===== src/rtl/btn_pkg.sv =====
// Shared definitions for the button press classifier.
// Holds the classifier state encoding and the default timing parameters
// (prescaler width, long-press length, double-press gap).
package btn_pkg;

  localparam int N_DEF          = 19;   // 2^19 cycles ~ 10 ms at 50 MHz
  localparam int LONG_TICKS_DEF = 100;  // ~1 s hold for a long press
  localparam int DBL_TICKS_DEF  = 30;   // ~300 ms release gap for a double

  typedef enum logic [2:0] {
    IDLE   = 3'd0,
    PRESS1 = 3'd1,
    HELD   = 3'd2,
    GAP    = 3'd3,
    PRESS2 = 3'd4
  } state_t;

endpackage


===== src/rtl/press_classifier_if.sv =====
// Signal bundle between the press classifier and its environment.
//   db        : debounced button level into the classifier
//   short_p   : one-cycle pulse, single short press
//   long_p    : one-cycle pulse, press held for LONG_TICKS
//   double_p  : one-cycle pulse, second press of a double press
//   evt_cnt   : 8-bit wrapping count of emitted pulses
//   busy      : classifier is not in IDLE
//   state     : current classifier state, for observation only
// Handshake: there is no valid/ready pair here. db is a level sampled every
// cycle; each pulse output is a single-cycle strobe with no backpressure, so
// the consumer must take it in the cycle it is high.
interface press_classifier_if;
  import btn_pkg::*;

  logic       db;
  logic       short_p;
  logic       long_p;
  logic       double_p;
  logic [7:0] evt_cnt;
  logic       busy;
  state_t     state;

  modport master (
    output db,
    input  short_p, long_p, double_p, evt_cnt, busy, state
  );

  modport slave (
    input  db,
    output short_p, long_p, double_p, evt_cnt, busy, state
  );

endinterface


===== src/rtl/tick_gen.sv =====
// Free-running prescaler producing a timing tick.
//   clk   : clock
//   reset : synchronous active-high reset, clears the prescaler
//   tick  : high for one cycle every 2^N cycles (when the count is all ones)
module tick_gen
  import btn_pkg::*;
#(
  parameter int N = N_DEF
) (
  input  logic clk,
  input  logic reset,
  output logic tick
);

  logic [N-1:0] q;

  always_ff @(posedge clk) begin
    if (reset) q <= '0;
    else       q <= q + N'(1);
  end

  assign tick = (q == {N{1'b1}});

endmodule


===== src/rtl/press_classifier.sv =====
// Classifies debounced button activity into short, long and double presses.
//   clk   : clock, all logic on the rising edge
//   reset : synchronous active-high reset
//   bus   : press_classifier_if.slave (db in; pulses, evt_cnt, busy, state out)
// Timing is measured in prescaler ticks from tick_gen. hcnt counts hold ticks
// in PRESS1 and release-gap ticks in GAP.
module press_classifier
  import btn_pkg::*;
#(
  parameter int N          = N_DEF,
  parameter int LONG_TICKS = LONG_TICKS_DEF,
  parameter int DBL_TICKS  = DBL_TICKS_DEF
) (
  input  logic                clk,
  input  logic                reset,
  press_classifier_if.slave   bus
);

  localparam int HMAX = (LONG_TICKS > DBL_TICKS) ? LONG_TICKS : DBL_TICKS;
  localparam int HW   = (HMAX > 1) ? $clog2(HMAX) : 1;
  localparam logic [HW-1:0] LONG_LAST = HW'(LONG_TICKS - 1);
  localparam logic [HW-1:0] DBL_LAST  = HW'(DBL_TICKS - 1);

  logic          tick;
  logic          db_d;
  logic          rise;
  logic          fall;
  state_t        state;
  logic [HW-1:0] hcnt;
  logic          short_r;
  logic          long_r;
  logic          double_r;
  logic [7:0]    evt_cnt;

  tick_gen #(.N(N)) u_tick_gen (
    .clk   (clk),
    .reset (reset),
    .tick  (tick)
  );

  assign rise = bus.db & ~db_d;
  assign fall = ~bus.db & db_d;

  // Edges are tested before tick in every state, so an edge landing on the
  // expiring tick wins. db_d resets high so a press held through reset is not
  // seen as a rise until it is released and pressed again.
  always_ff @(posedge clk) begin
    if (reset) begin
      state    <= IDLE;
      hcnt     <= '0;
      db_d     <= 1'b1;
      short_r  <= 1'b0;
      long_r   <= 1'b0;
      double_r <= 1'b0;
      evt_cnt  <= 8'd0;
    end else begin
      db_d     <= bus.db;
      short_r  <= 1'b0;
      long_r   <= 1'b0;
      double_r <= 1'b0;
      case (state)
        IDLE: begin
          if (rise) begin
            hcnt  <= '0;
            state <= PRESS1;
          end
        end
        PRESS1: begin
          if (fall) begin
            hcnt  <= '0;
            state <= GAP;
          end else if (tick) begin
            if (hcnt == LONG_LAST) begin
              long_r  <= 1'b1;
              evt_cnt <= evt_cnt + 8'd1;
              state   <= HELD;
            end else begin
              hcnt <= hcnt + HW'(1);
            end
          end
        end
        HELD: begin
          if (fall) state <= IDLE;
        end
        GAP: begin
          if (rise) begin
            double_r <= 1'b1;
            evt_cnt  <= evt_cnt + 8'd1;
            state    <= PRESS2;
          end else if (tick) begin
            if (hcnt == DBL_LAST) begin
              short_r <= 1'b1;
              evt_cnt <= evt_cnt + 8'd1;
              state   <= IDLE;
            end else begin
              hcnt <= hcnt + HW'(1);
            end
          end
        end
        PRESS2: begin
          if (fall) state <= IDLE;
        end
        default: state <= IDLE;
      endcase
    end
  end

  assign bus.short_p  = short_r;
  assign bus.long_p   = long_r;
  assign bus.double_p = double_r;
  assign bus.evt_cnt  = evt_cnt;
  assign bus.busy     = (state != IDLE);
  assign bus.state    = state;

endmodule


===== src/flat_wrapper.sv =====
// flat-port wrapper written by rule: the top's interface ports become plain ports
module press_classifier_flat import btn_pkg::*;
#(
  parameter int N          = N_DEF,
  parameter int LONG_TICKS = LONG_TICKS_DEF,
  parameter int DBL_TICKS  = DBL_TICKS_DEF
)
  (clk, reset, bus_db, bus_short_p, bus_long_p, bus_double_p, bus_evt_cnt, bus_busy, bus_state);
  press_classifier_if bus_i ();
  input  logic clk;
  input  logic reset;
  input wire logic [$bits(bus_i.db)-1:0] bus_db;
  output wire logic [$bits(bus_i.short_p)-1:0] bus_short_p;
  output wire logic [$bits(bus_i.long_p)-1:0] bus_long_p;
  output wire logic [$bits(bus_i.double_p)-1:0] bus_double_p;
  output wire logic [$bits(bus_i.evt_cnt)-1:0] bus_evt_cnt;
  output wire logic [$bits(bus_i.busy)-1:0] bus_busy;
  output wire logic [$bits(bus_i.state)-1:0] bus_state;
  assign bus_i.db = bus_db;
  assign bus_short_p = bus_i.short_p;
  assign bus_long_p = bus_i.long_p;
  assign bus_double_p = bus_i.double_p;
  assign bus_evt_cnt = bus_i.evt_cnt;
  assign bus_busy = bus_i.busy;
  assign bus_state = bus_i.state;
  press_classifier #(.N(N), .LONG_TICKS(LONG_TICKS), .DBL_TICKS(DBL_TICKS)) u_core (.clk(clk), .reset(reset), .bus(bus_i));
endmodule

===== config.mk =====
export PLATFORM = sky130hd
export DESIGN_NAME = press_classifier_flat
export DESIGN_NICKNAME = d
export VERILOG_FILES = /design/src/rtl/btn_pkg.sv /design/src/rtl/press_classifier_if.sv /design/src/rtl/tick_gen.sv /design/src/rtl/press_classifier.sv /design/src/flat_wrapper.sv
export SDC_FILE = /design/constraint.sdc
export NUM_CORES = 1
export LEC_CHECK = 0
export CAP_MARGIN = 25
export CORE_MARGIN = 4
export CORE_UTILIZATION = 30
export DETAILED_ROUTE_END_ITERATION = 12
export HOLD_SLACK_MARGIN = 0.03
export PLACE_DENSITY = 0.54
export RECOVER_POWER = 25
export REMOVE_ABC_BUFFERS = 1
export SKIP_CTS_REPAIR_TIMING = 1
export SYNTH_ARGS = -nofsm -noshare
export SYNTH_HDL_FRONTEND = slang
export SYNTH_HIERARCHICAL = 1
export SYNTH_SLANG_ARGS = --single-unit

===== constraint.sdc =====
create_clock -name clk -period 3 [get_ports clk]
set_input_delay 0.9 -clock clk [delete_from_list [all_inputs] [get_ports clk]]
set_output_delay 0.9 -clock clk [all_outputs]
set_load 0.03 [all_outputs]

* Word-level counts from Yosys, hierarchy flattened
Index checks and enable logic that the tools add are counted.
Widths: inputs -> output; s select.
** Storage, ports and cells
- Register bits :: 41
- Input bits :: 3
- Output and inout port bits :: 15
- Logic and storage cells :: 76
** Operators by class
- $add $sub $neg :: 3
- Equality and inequality tests :: 20
- Muxes and demuxes :: 27
- Bitwise operators :: 7
- Reduce and logical (&&, ||, !) cells :: 11
** Operators by type and width (count)
- $mux 7 :: 7
- $mux 8 :: 6
- $mux 3 :: 8
- $pmux 7 s3 :: 1
- $add 19x1->19 const B :: 1
- $eq 19x19->1 const B :: 1
- $pmux 8 s2 :: 1
- $ne 3x1->1 const B :: 4
- $pmux 3 s4 :: 1
- $reduce_and 6->1 :: 2
- $ne 2x1->1 const B :: 5
- $add 8x1->8 const B :: 1
- $reduce_or 4->1 :: 2
- $add 7x1->7 const B :: 1
- $eq 7x5->1 const B :: 1
- $eq 7x7->1 const B :: 1
- $reduce_and 7->1 :: 1
- $eq 3x2->1 const B :: 2
- $ne 2x2->1 const B :: 3
- $reduce_bool 3->1 :: 2
- $not 1->1 :: 5
- $reduce_or 2->1 :: 2
- $eq 3x1->1 const B :: 1
- $eq 3x3->1 const B :: 1
- other kinds (5) :: 8

* Logic depth before layout (Yosys ltp)
- Word-level depth :: 5
- Depth in mapped cells :: 12

* Modules after synthesis
Netlist, hierarchy kept.
** Modules (own cells, without submodules)
- press_classifier :: times used 1, cells an instance 150, area an instance 1291.2 um^2, sequential area each 440.4 um^2
- tick_gen :: times used 1, cells an instance 93, area an instance 904.6 um^2, sequential area each 380.4 um^2

* Least setup slack after synthesis
Ideal clock, no wire load.
- Path kind :: reg2reg
- From :: register u_core.u_tick_gen.q[0]
- To :: register u_core.evt_cnt[7] (netlist: u_core/bus.evt_cnt[7])
- Library setup time :: 0.130 ns
- Arrival :: 2.286 ns
- Slack :: 0.584 ns
- Stages on the path, launching flop included :: 13
- Cells stage by stage :: dfxtp_1 -> ha_1 -> nand3_4 -> nor2_2 -> and3_4 -> and2_1 -> buf_4 -> nand4b_1 -> o21ai_1 -> a31oi_1 -> buf_2 -> o41ai_1 -> a21oi_1
** On the way
- Word-level cells in the longest chain between the ends :: 3
** Ends and longest elaborated chain
- start, declared :: line tick_gen.sv:15 : logic [N-1:0] q;
- start signal, assigned :: line tick_gen.sv:19 : else q <= q + N'(1);
- $eq 19x19->1 (*) :: line tick_gen.sv:22 : assign tick = (q == {N{1'b1}});
- named net u_core.tick :: line press_classifier.sv:24 : logic tick;
- $ne 3x1->1 (no source line) or $ne 2x1->1 (tied branches)
- $reduce_and 6->1 (no source line) (*)
- end signal, assigned :: line press_classifier.sv:75 : evt_cnt <= evt_cnt + 8'd1;
- end signal, assigned :: line press_classifier.sv:88 : evt_cnt <= evt_cnt + 8'd1;
- end signal, assigned :: line press_classifier.sv:93 : evt_cnt <= evt_cnt + 8'd1;
- end, declared :: line press_classifier.sv:33 : logic [7:0] evt_cnt;
Mark *: on every way through the listed nets, which the timed path passes. The rest lies on a longest branch.
A chain may end at the register's enable or synchronous reset.

* Worst setup path in the final report
- From :: register u_core.u_tick_gen.q[0]
- To :: register u_core.evt_cnt[3] (netlist: u_core/bus.evt_cnt[3])
Same word-level chain as after synthesis.

==> out/metrics.yaml <==
status: "finished, final reports clean"
crit_type: "reg2reg"
fin_crit_ps: 2660
end_kind: "register"
busiest_layer: "met2"
synth_cell_type_count: 60
place_area_um2: 2430
start_util_pct: 31.6
start_kind: "register"
grt_max_degree: 45
grt_overflow_total: 0
setup.worst_path.end: "u_core/bus.evt_cnt[3]$_SDFFE_PP0P_"
final_core_util_pct: 36.6
use_met2_pct: 15.8
min_from: "u_core/u_tick_gen/q[0]$_SDFF_PP0_"
r2r_slack_ps: 340
gp_congestion: 0.758
cp_max_fo: 16
placementRows: 30
finalNetCount: 268
synth_enable_flop_cells: 0
rr_endpoint: "u_core/bus.evt_cnt[3]$_SDFFE_PP0P_"
rsz0062_at_grt: "false"
fmax_mhz: 376
vdd_drop_max_v: 0.000152
first_global_vias: 1579
ys_warn_count: 6
relSlewSlack_pct: 41.8
root_buffer: "clkbuf_8"
worst_pin_slew_ps: 873
finalCritPeriodShare_pct: 88.5
dieArea_um2: 8750
async_flop_share_pct: 0
fin_area_um2: 2540
drc: 0
r2r_start: "u_core/u_tick_gen/q[0]$_SDFF_PP0_"
clk_pin_slew_ps: 90
arrival_ps: 2870
synthCells: 243
yosysTopAreaCell: "dfxtp_1"
routed_wl_mm: 4.45
skew_ps: 10.8
powerDensity_nw_per_um2: 429
die_w_um: 93.6
wl_per_cell_um: 12.4
finalSetupTns_ps: 0
setup_viol_count_final: 0
cpMaxStageDelayCell: "or4_1"
io-pin-count: 18
ant_nets: 0
startpoint: "u_core/u_tick_gen/q[0]$_SDFF_PP0_"
areaGrowthSynthToFinish_pct: 15.8
r2r_cells: 11
synth_area_leaders: "dfxtp_1 (37%), nor2_1 (4.8%), xnor2_1 (3.6%)"
n_fill_cell: 716
synth.most_common_cell: "dfxtp_1"
drv_slew: 0
grt_usage_pct: 10.6
synth_seq_cells: 41
clock-sinks: 41
drt_first_pass_iters: 4
placedCellCount: 350
max_cap_violations: 0
synth_area_um2: 2200
min_delay_path_depth: 1
io_buffers: 17
gr-usage-met1_pct: 14.5
grt_util_met3_pct: 3.30
critPathRequiredTime_ps: 3220
synth_flop_cell: "dfxtp_1"
slowest_delay_ps: 480
clk_latency_ps: 290
antenna_found_initial: 0
fin_total_pwr_mw: 1.09
die_y_um: 93.6
netlist_top_cells_count: "dfxtp_1 (41), nor2_1 (28), a21oi_1 (15), nand2_1 (12), xnor2_1 (9)"
synth_top_area_share_pct: 37.4
worstHoldPathType: "reg2reg"
worstPathCellList: "ha_1 -> nand3_4 -> nor2_2 -> and3_4 -> and2_1 -> nand4b_1 -> o21ai_1 -> a31oi_1 -> buf_4 -> or4_1 -> a21oi_1"
cts_buffer_depth: 2
syn_area_per_cell_um2: 9.04
via_per_inst: 4.95
cts_tree: "yes"
final_cells: 358
seqCellArea_um2: 821
hold_viol: 0
vias: 1771
multi_input_area_um2: 1260
cellLeakagePower_nw: 0.831
core_area_um2: 6940
grt_pass1_wl_mm: 7.48
cts_made_buffers: 5
ys_seq_area_share_pct: 37.4
place_hpwl_mm: 3.04
antenna_cells: 0
drive_above_1_share_pct: 12.2
htree_levels: 2
first_iter_violations: 71
cells in the final DEF (no fill, tap or decap), types with 6 or more instances in the layout:
| cell type | n |
|---|---|
| clkdlybuf4s50_1 | 16 |
| nand4_1 | 6 |
| nand2b_1 | 6 |
| nand3_1 | 7 |
| dfxtp_1 | 41 |
| nor3_1 | 8 |
| a21oi_1 | 15 |
| nor2_1 | 28 |
| o21ai_1 | 6 |
| inv_1 | 8 |
| clkbuf_8 | 6 |
| nand2_1 | 12 |
| xnor2_1 | 9 |
| o21ai_0 | 8 |
cell type report:
cell class                 instances  share of cell area (%)
multi-input combinational        185                    49.6
sequential                        41                    32.3
tap                               96                    4.72
inverter                           8                    1.18
clock inverter                     2                    1.48
timing repair buffer              20                    7.48
clock buffer                       6                    3.25
layer usage:
layer | share of wire, % | vias up
li1 | - | 925
met1 | 52 | 812
met2 | 41 | 28
met3 | 5.2 | 6
met4 | 1.3 | 0
met5 | 0 | -
power by group:
part           switching (mW)  internal (mW)  total [mW]
Combinational          0.0403         0.0229      0.0633
Clock                   0.200          0.271       0.470
Sequential            0.00917          0.549       0.559
how the worst min path moves through the flow:
stage                                        endpoint  slack [ps]
floorplan           u_core/u_tick_gen/q[0]$_SDFF_PP0_         440
global placement    u_core/u_tick_gen/q[0]$_SDFF_PP0_         460
detailed placement  u_core/u_tick_gen/q[0]$_SDFF_PP0_         460
CTS                 u_core/u_tick_gen/q[0]$_SDFF_PP0_         480
global route        u_core/u_tick_gen/q[0]$_SDFF_PP0_         510
finish              u_core/u_tick_gen/q[0]$_SDFF_PP0_         490
stage by stage:
step                hold slack (ps)  setup slack [ps]
floorplan                       437               453
global placement                460               301
detailed placement              461               299
CTS                             483               343
global route                    509              68.4
finish                          486               344
sequential cells by signal, summed over array words and instances, names as in the netlist:
| name | cells |
|---|---|
| u_core/bus.short_p | 1 |
| u_core/bus.long_p | 1 |
| u_core/u_tick_gen/q | 19 |
| u_core/bus.state | 3 |
| u_core/bus.evt_cnt | 8 |
| u_core/bus.double_p | 1 |
| u_core/db_d | 1 |
| u_core/hcnt | 7 |
critical path: cells and delay by family, from the launching register on:
family                     cells  cell delay [ps]
DFF                            1              400
buffers and inverters          1              200
AOI/OAI and AO/OA              3              390
and+or+nand+nor                6             1310
adders and majority gates      1              260
cells by family after synthesis:
family	Yosys count	share of synthesized area, %
AND/OR/NAND/NOR	115	33.1
AO/OA/AOI/OAI	52	16.2
flip-flops	41	37.4
buffers and inverters	17	5.13
XOR/XNOR	13	5.19
adder cells (fa/ha/maj)	4	2.28
multiplexers	1	0.684
(Power assumes the default switching activity.)
